==> config.mk <==
export PLATFORM = sky130hd
export DESIGN_NAME = sal_ref_scheduler
export DESIGN_NICKNAME = d
export VERILOG_FILES = /design/src/rtl/sal_ref_scheduler.sv
export SDC_FILE = /design/constraint.sdc
export NUM_CORES = 1
export LEC_CHECK = 0
export CORE_MARGIN = 10
export CORE_UTILIZATION = 50
export DETAILED_ROUTE_END_ITERATION = 8
export PLACE_DENSITY = 0.76
export SYNTH_ARGS = -nofsm -noshare
export SYNTH_HDL_FRONTEND = slang
export SYNTH_SLANG_ARGS = --single-unit
==> constraint.sdc <==
create_clock -name clk -period 4.2 [get_ports clk]
set_clock_uncertainty 0.1 [all_clocks]
set_input_delay 0.63 -clock clk [delete_from_list [all_inputs] [get_ports clk]]
set_output_delay 0.63 -clock clk [all_outputs]
set_load 0.01 [all_outputs]
==> src/rtl/sal_ref_scheduler.sv <==
// Periodic DRAM refresh scheduler: tREFI ticks, refresh debt, tRFC busy window.
// Optional pull-in refresh credit is enabled by defining SAL_REF_PULLIN_EN.
module sal_ref_scheduler #(
  parameter int TREFI_W   = 16,
  parameter int TRFC_W    = 10,
  parameter int MAX_DEBT  = 8,
  parameter int URGENT_TH = 6
) (
  input  logic               clk,
  input  logic               rst,
  input  logic               cfg_ref_en_i,
  input  logic [TREFI_W-1:0] cfg_trefi_i,
  input  logic [TRFC_W-1:0]  cfg_trfc_i,
  input  logic               idle_i,
  input  logic               ref_gnt_i,
  output logic               ref_req_o,
  output logic               ref_urgent_o,
  output logic               busy_o,
  output logic [3:0]         ref_debt_o,
  output logic               err_o
);

  localparam logic [3:0] MAX_D = 4'(MAX_DEBT);
  localparam logic [3:0] URG_D = 4'(URGENT_TH);

  typedef enum logic {
    S_IDLE,
    S_RFC
  } state_t;

  state_t r_state;
  state_t w_state_nxt;

  logic [TREFI_W-1:0] r_ivl_cnt;
  logic [TRFC_W-1:0]  r_rfc_cnt;
  logic [3:0]         r_debt;
  logic               r_urgent;
  logic               r_err;

  logic [TREFI_W-1:0] w_ivl_load;
  logic [TRFC_W-1:0]  w_rfc_load;
  logic               w_ivl_run;
  logic               w_tick;
  logic               w_req;
  logic               w_busy;
  logic               w_grant;
  logic               w_dgnt;
  logic               w_absorb;
  logic               w_inc;
  logic               w_dec;
  logic               w_ovf;
  logic [3:0]         w_credit;
  logic               w_pull_ok;
  logic [3:0]         w_debt_nxt;

  assign w_ivl_load = cfg_trefi_i - TREFI_W'(1);
  assign w_rfc_load = (cfg_trfc_i == '0) ? '0 : cfg_trfc_i - TRFC_W'(1);
  assign w_ivl_run  = cfg_ref_en_i & (cfg_trefi_i != '0);
  assign w_tick     = w_ivl_run & (r_ivl_cnt == '0);

  always_ff @(posedge clk) begin
    if (rst || !w_ivl_run || w_tick) begin
      r_ivl_cnt <= w_ivl_load;
    end else begin
      r_ivl_cnt <= r_ivl_cnt - TREFI_W'(1);
    end
  end

  always_comb begin
    w_state_nxt = r_state;
    w_req       = 1'b0;
    w_busy      = 1'b0;
    w_grant     = 1'b0;
    unique case (r_state)
      S_IDLE: begin
        w_req = (r_debt != '0) | w_pull_ok;
        if (w_req && ref_gnt_i) begin
          w_grant     = 1'b1;
          w_state_nxt = S_RFC;
        end
      end
      S_RFC: begin
        w_busy = 1'b1;
        if (r_rfc_cnt == '0) begin
          w_state_nxt = S_IDLE;
        end
      end
      default: w_state_nxt = S_IDLE;
    endcase
  end

  always_ff @(posedge clk) begin
    if (rst) begin
      r_state <= S_IDLE;
    end else begin
      r_state <= w_state_nxt;
    end
  end

  always_ff @(posedge clk) begin
    if (rst) begin
      r_rfc_cnt <= '0;
    end else if (w_grant) begin
      r_rfc_cnt <= w_rfc_load;
    end else if (r_state == S_RFC && r_rfc_cnt != '0) begin
      r_rfc_cnt <= r_rfc_cnt - TRFC_W'(1);
    end
  end

  // A grant with debt == 0 can only be a pull-in; it never lowers debt.
  assign w_dgnt   = w_grant & (r_debt != '0);
  assign w_absorb = w_tick & (w_credit != '0);
  assign w_inc    = w_tick & ~w_absorb;
  assign w_dec    = w_dgnt & ~w_inc;
  assign w_ovf    = w_inc & ~w_grant & (r_debt == MAX_D);

  always_comb begin
    w_debt_nxt = r_debt;
    if (w_inc && !w_grant && r_debt != MAX_D) begin
      w_debt_nxt = r_debt + 4'd1;
    end else if (w_dec) begin
      w_debt_nxt = r_debt - 4'd1;
    end
  end

  always_ff @(posedge clk) begin
    if (rst) begin
      r_debt   <= '0;
      r_urgent <= 1'b0;
      r_err    <= 1'b0;
    end else begin
      r_debt   <= w_debt_nxt;
      r_urgent <= (w_state_nxt == S_IDLE) & (w_debt_nxt >= URG_D);
      r_err    <= r_err | w_ovf;
    end
  end

`ifdef SAL_REF_PULLIN_EN
  logic [3:0] r_credit;
  logic       w_pgnt;
  logic       w_cr_up;
  logic       w_cr_dn;

  // Tick coinciding with a pull-in grant cancels out in both cases.
  assign w_pgnt    = w_grant & (r_debt == '0);
  assign w_cr_up   = w_pgnt & ~w_tick;
  assign w_cr_dn   = w_absorb & ~w_pgnt;
  assign w_credit  = r_credit;
  assign w_pull_ok = (r_debt == '0) & idle_i & (r_credit < MAX_D);

  always_ff @(posedge clk) begin
    if (rst) begin
      r_credit <= '0;
    end else if (w_cr_up) begin
      r_credit <= r_credit + 4'd1;
    end else if (w_cr_dn) begin
      r_credit <= r_credit - 4'd1;
    end
  end
`else
  assign w_credit  = '0;
  assign w_pull_ok = 1'b0 & idle_i;
`endif

  assign ref_req_o    = w_req;
  assign ref_urgent_o = r_urgent;
  assign busy_o       = w_busy;
  assign ref_debt_o   = r_debt;
  assign err_o        = r_err;

endmodule

; ---- Word-level counts from Yosys, hierarchy flattened
; Cells that the tools add are included.
[classes]
n_addsub = 6
eq_ne = 2
bitwise = 12
n_mux = 12
reduce_logical = 15
magnitude_cmp = 1
[op_table]
columns = op, n
row1 = "subtractor 16 x 1 -> 16 bit, second input constant", 2
row2 = two-way mux 10 bit, 3
row3 = logical NOT 10 bit, 2
row4 = "subtractor 10 x 1 -> 10 bit, second input constant", 2
row5 = logical NOT 16 bit, 1
row6 = two-way mux 16 bit, 1
row7 = nonzero test 16 bit, 1
row8 = nonzero test 10 bit, 1
row9 = two-way mux 4 bit, 2
row10 = AND 1 bit, 7
row11 = two-way mux 1 bit, 5
row12 = "adder 4 x 1 -> 4 bit, second input constant", 1
row13 = "equality test 4 bit, second input constant", 1
row14 = "greater-or-equal comparator 4 x 3 -> 1 bit, second input constant", 1
row15 = logical AND 1 bit, 4
row16 = "inequality test 4 bit, second input constant", 1
row17 = inverter 1 bit, 4
row18 = nonzero test 4 bit, 1
row19 = "subtractor 4 x 1 -> 4 bit, second input constant", 1
row20 = logical NOT 1 bit, 2
row21 = logical OR 1 bit, 2
row22 = one-hot mux 1 bit (2 select lines), 1
row23 = nonzero test 2 bit, 1
row24 = OR 1 bit, 1
[totals]
output_inout_bits = 8
in_bits = 31
elab_cells = 54
regBits = 33

; ---- Depth between registers and ports, before layout
[logic_depth]
word_depth = 10
depth_mapped = 13
ltp_nobuf = 11

; ---- Worst setup path before layout
; OpenSTA, ideal clock, no wires.
[synth_timing]
path_type = input port to flip-flop
start = in cfg_trefi_i[6]
end = reg r_ivl_cnt[6]
path_slack_ps = 427
path_stages = 12
arrival_time_ps = 3540
setup_ps = 133
path_buffers = 2
required_ps = 3967
path_cell_list = or4_4 -> or3b_4 -> o21a_4 -> nand2_1 -> buf_2 -> mux2i_1 -> ha_1 -> clkbuf_1 -> nor3b_1 -> nor3b_1 -> xnor2_1 -> o21ai_1
[synth_via]
elab_chain_len = 6
word_cells_on_any_way = 8
cone_classes = add/sub: 1 / mux: 1 / bitwise: 2 / reduce/logical: 4
[synth_rtl]
columns = element, line
row1 = start: declaration, 12  ; input logic [TREFI_W-1:0] cfg_trefi_i,
row2 = "parallel branches: the longest is 5 deep, another holds subtractor 16 x 1 -> 16 bit", n/a
row3 = two-way mux 16 bit (*), 62  ; if (rst || !w_ivl_run || w_tick) begin
row4 = end signal: assignment, 63  ; r_ivl_cnt <= w_ivl_load;
row5 = end signal: assignment, 65  ; r_ivl_cnt <= r_ivl_cnt - TREFI_W'(1);
row6 = end: declaration, 34  ; logic [TREFI_W-1:0] r_ivl_cnt;
; Mark *: on every way between the ends.
; A chain may end at the register's enable or synchronous reset.

; ---- Worst setup path after layout
[layout_timing]
start = in cfg_trefi_i[4]
end = reg r_ivl_cnt[6]
; Same word-level chain as after synthesis.

==> impl_metrics.ini <==
[timing]
finalCriticalPeriod_ps = 3660
fmax_ghz = 0.273
setup_viol = 0
min_period_over_period_pct = 87.1
maxSlewHeadroom_pct = 51.2
worstMarginPinSlew_ps = 727
finalHoldViolations = 0
rsz0062_at_grt = no
tns_ps = 0
slew_viol_final = 0
setup_ws_ps = 542

[power_and_ir_drop]
power_leakage_nw = 0.999
power_density_nw_per_um2 = 521
ir_worst_vdd_mv = 0.229

[worst_setup_path]
rr_startpoint = r_ivl_cnt[9]$_DFF_P_
worstSetupPathType = primary input to flop
end_kind = flop
r2r_setup_slack_ps = 1080
worstPathArrival_ps = 3730
reg2reg_depth = 9
critical_path.startpoint_type = primary input
r2r-end = r_ivl_cnt[6]$_DFF_P_
critPathRequiredTime_ps = 4270
critPathMaxFanout = 7

[routing]
ant_nets = 0
drtIter0Drc = 96
vias = 2223
wirelength_um = 5610
drc = 0
drt-pass1-iter-count = 4
post_drt_wl_per_cell_um = 15.0
viasPerCell = 5.93

[logic_synthesis]
yosysSeqAreaShare_pct = 29.0
yosysWarnings = 0
async_flop_share_pct = 0
syn_area_um2 = 2280
avgSynthCellArea_um2 = 8.04
ys_ff_latch = 33
yosys.cell_types.count = 48
ys.flop_type = dfxtp_1
synth_fp_nets = 319
synth-edff-count = 0
synthCells = 283

[grt]
grtUsageTotal_pct = 15.1
grt_first_pass_wirelength_um = 9550
grt_antenna_before_repair = 0
grt_overflow = 0
grt_pass1_vias = 2187
grt_max_degree = 19

[floorplan]
start_util_pct = 51.9
fp.dieH_um = 87.5
chipWidth_um = 87.5
die_area_um2 = 7650
ios = 39
core_area_um2 = 4380
rows = 24

[final_layout]
final_cell_mix = clkdlybuf4s50_1 (37), nor2_1 (34), dfxtp_1 (33)
drive_gt1_share_pct = 4.64
final_core_util_pct = 63.7
area_growth_pct = 22.7
num-nets-final = 359
layout_commonest_cell = clkdlybuf4s50_1
fin_cells = 375
antenna_cells = 0

[run]
maxCapViolCount = 0

[clock_tree]
clkLatencyLatePin_ps = 290
cts_setup_buffers = 0
ctsHoldBuffers = 0
clock-sinks = 33
root_buffer = clkbuf_8
cts_resized = 0
cts_buffers = 5
h-tree-depth = 2
path_clk_slew_ps = 60
ctsLongestPathBuffers = 2
cts_tree = yes

[worst_hold_path]
hold_class = flop to flop
hp-start = err_o$_SDFF_PP0_
whs_endpoint = err_o$_SDFF_PP0_
whs_path_depth = 2

[placed_design]
hpwl_um = 4230
globalplace.congestion = 0.870
place_ws_ps = 240
io_buffers = 37
dp.cells = 368

[outcome]
status = finished, final reports clean
-- cells in the mapped netlist, types with 2 or more instances --
| cell | instances | area (µm²) |
|---|---|---|
| nand3_1 | 5 | 25.0 |
| a211oi_1 | 5 | 37.5 |
| nand2_1 | 23 | 86.3 |
| o21ai_0 | 4 | 20.0 |
| o32ai_1 | 2 | 17.5 |
| nor2b_1 | 2 | 12.5 |
| nand2b_1 | 4 | 25.0 |
| nor3b_1 | 3 | 22.5 |
| nor4_1 | 10 | 62.6 |
| o21ai_1 | 13 | 65.1 |
| a2111oi_1 | 2 | 20.0 |
| nand3b_1 | 4 | 30.0 |
| xor2_1 | 14 | 123 |
| nor3_1 | 14 | 70.1 |
| nand4_1 | 2 | 12.5 |
| o22ai_1 | 3 | 18.8 |
| a21o_1 | 2 | 15.0 |
| o311ai_0 | 2 | 17.5 |
| o211ai_1 | 6 | 45.0 |
| dfxtp_1 | 33 | 661 |
| clkbuf_1 | 5 | 18.8 |
| nor2_1 | 34 | 128 |
| a31oi_1 | 3 | 18.8 |
| or4_1 | 5 | 37.5 |
| a32oi_1 | 4 | 35.0 |
| xnor2_1 | 19 | 166 |
| and2_1 | 2 | 12.5 |
| inv_1 | 11 | 41.3 |
| mux2i_1 | 13 | 130 |
| ha_1 | 5 | 62.6 |
| o221ai_1 | 4 | 35.0 |
| a22oi_1 | 2 | 15.0 |
| a21oi_1 | 8 | 40.0 |
-- flip-flops by register name, summed over array words and instances, names as in the netlist --
register,count
err_o,1
r_ivl_cnt,16
r_rfc_cnt,10
r_state,1
ref_debt_o,4
ref_urgent_o,1
-- worst max path at each step --
stage                         startpoint              endpoint  slack [ps]  cells after the start
final                     cfg_trefi_i[4]  r_ivl_cnt[6]$_DFF_P_         540                     11
after global routing      cfg_trefi_i[5]  r_ivl_cnt[6]$_DFF_P_         280                     11
after CTS                 cfg_trefi_i[6]  r_ivl_cnt[6]$_DFF_P_         540                     11
after detailed placement  cfg_trefi_i[6]  r_ivl_cnt[6]$_DFF_P_         240                     11
after global placement    cfg_trefi_i[5]  r_ivl_cnt[6]$_DFF_P_         300                     11
after floorplan           cfg_trefi_i[6]  r_ivl_cnt[6]$_DFF_P_         430                     12
-- worst max-delay path, stage by stage --
cell and delay, ps:
clkdlybuf4s50_1 480, or4_4 540, or3b_4 430, o21a_4 270, nand2_1 140, mux2i_1 240, ha_1 190, nor3b_1 320
nor3b_1 280, xnor2_1 150, o21ai_1 70
-- cell families after synthesis --
logic type,synth area share [%]
xor gates and xnor gates,12.7
adders and majority gates,2.75
AOI/OAI and AO/OA,21.9
muxes,5.72
DFF,29.0
and+or+nand+nor,24.8
buffers and inverters,3.02
-- power by group --
part / leakage (nW) / internal (mW) / total, mW / switching (mW)
clock network: 0.0443 / 0.130 / 0.244 / 0.114
registers: 0.274 / 0.390 / 0.476 / 0.0864
logic: 0.681 / 0.323 / 0.735 / 0.412
total: 0.999 / 0.843 / 1.46 / 0.612
-- metal layers --
layer / share of wire (%) / track usage (%) / vias to the layer above / routed length (µm)
li1: - / - / 1133 / -
met1: 46 / 17.5 / 1028 / 2600
met2: 47 / 24.9 / 53 / 2620
met3: 5.4 / 4.68 / 9 / 305
met4: 1.4 / 6.09 / 0 / 80
met5: 0 / 0 / - / 0
-- stage by stage --
stage | instance area (µm²) | total power, mW | hold slack (ps)
after CTS | 2790 | 1.46 | 378
after global routing | 2790 | 1.59 | 398
after detailed placement | 2710 | 1.21 | 362
final | 2790 | 1.46 | 368
after floorplan | 2280 | 0.989 | 363
after global placement | 2710 | 1.20 | 352
-- final cells by class --
type | instances | area, µm²
well taps | 52 | 65.1
flip-flops and latches | 33 | 661
inverters | 11 | 41.3
fillers | 410 | 1590
multi-input cells | 232 | 1550
repair buffers | 40 | 393
clock buffers | 7 | 86.3
Power figures use the tool's default switching activity.
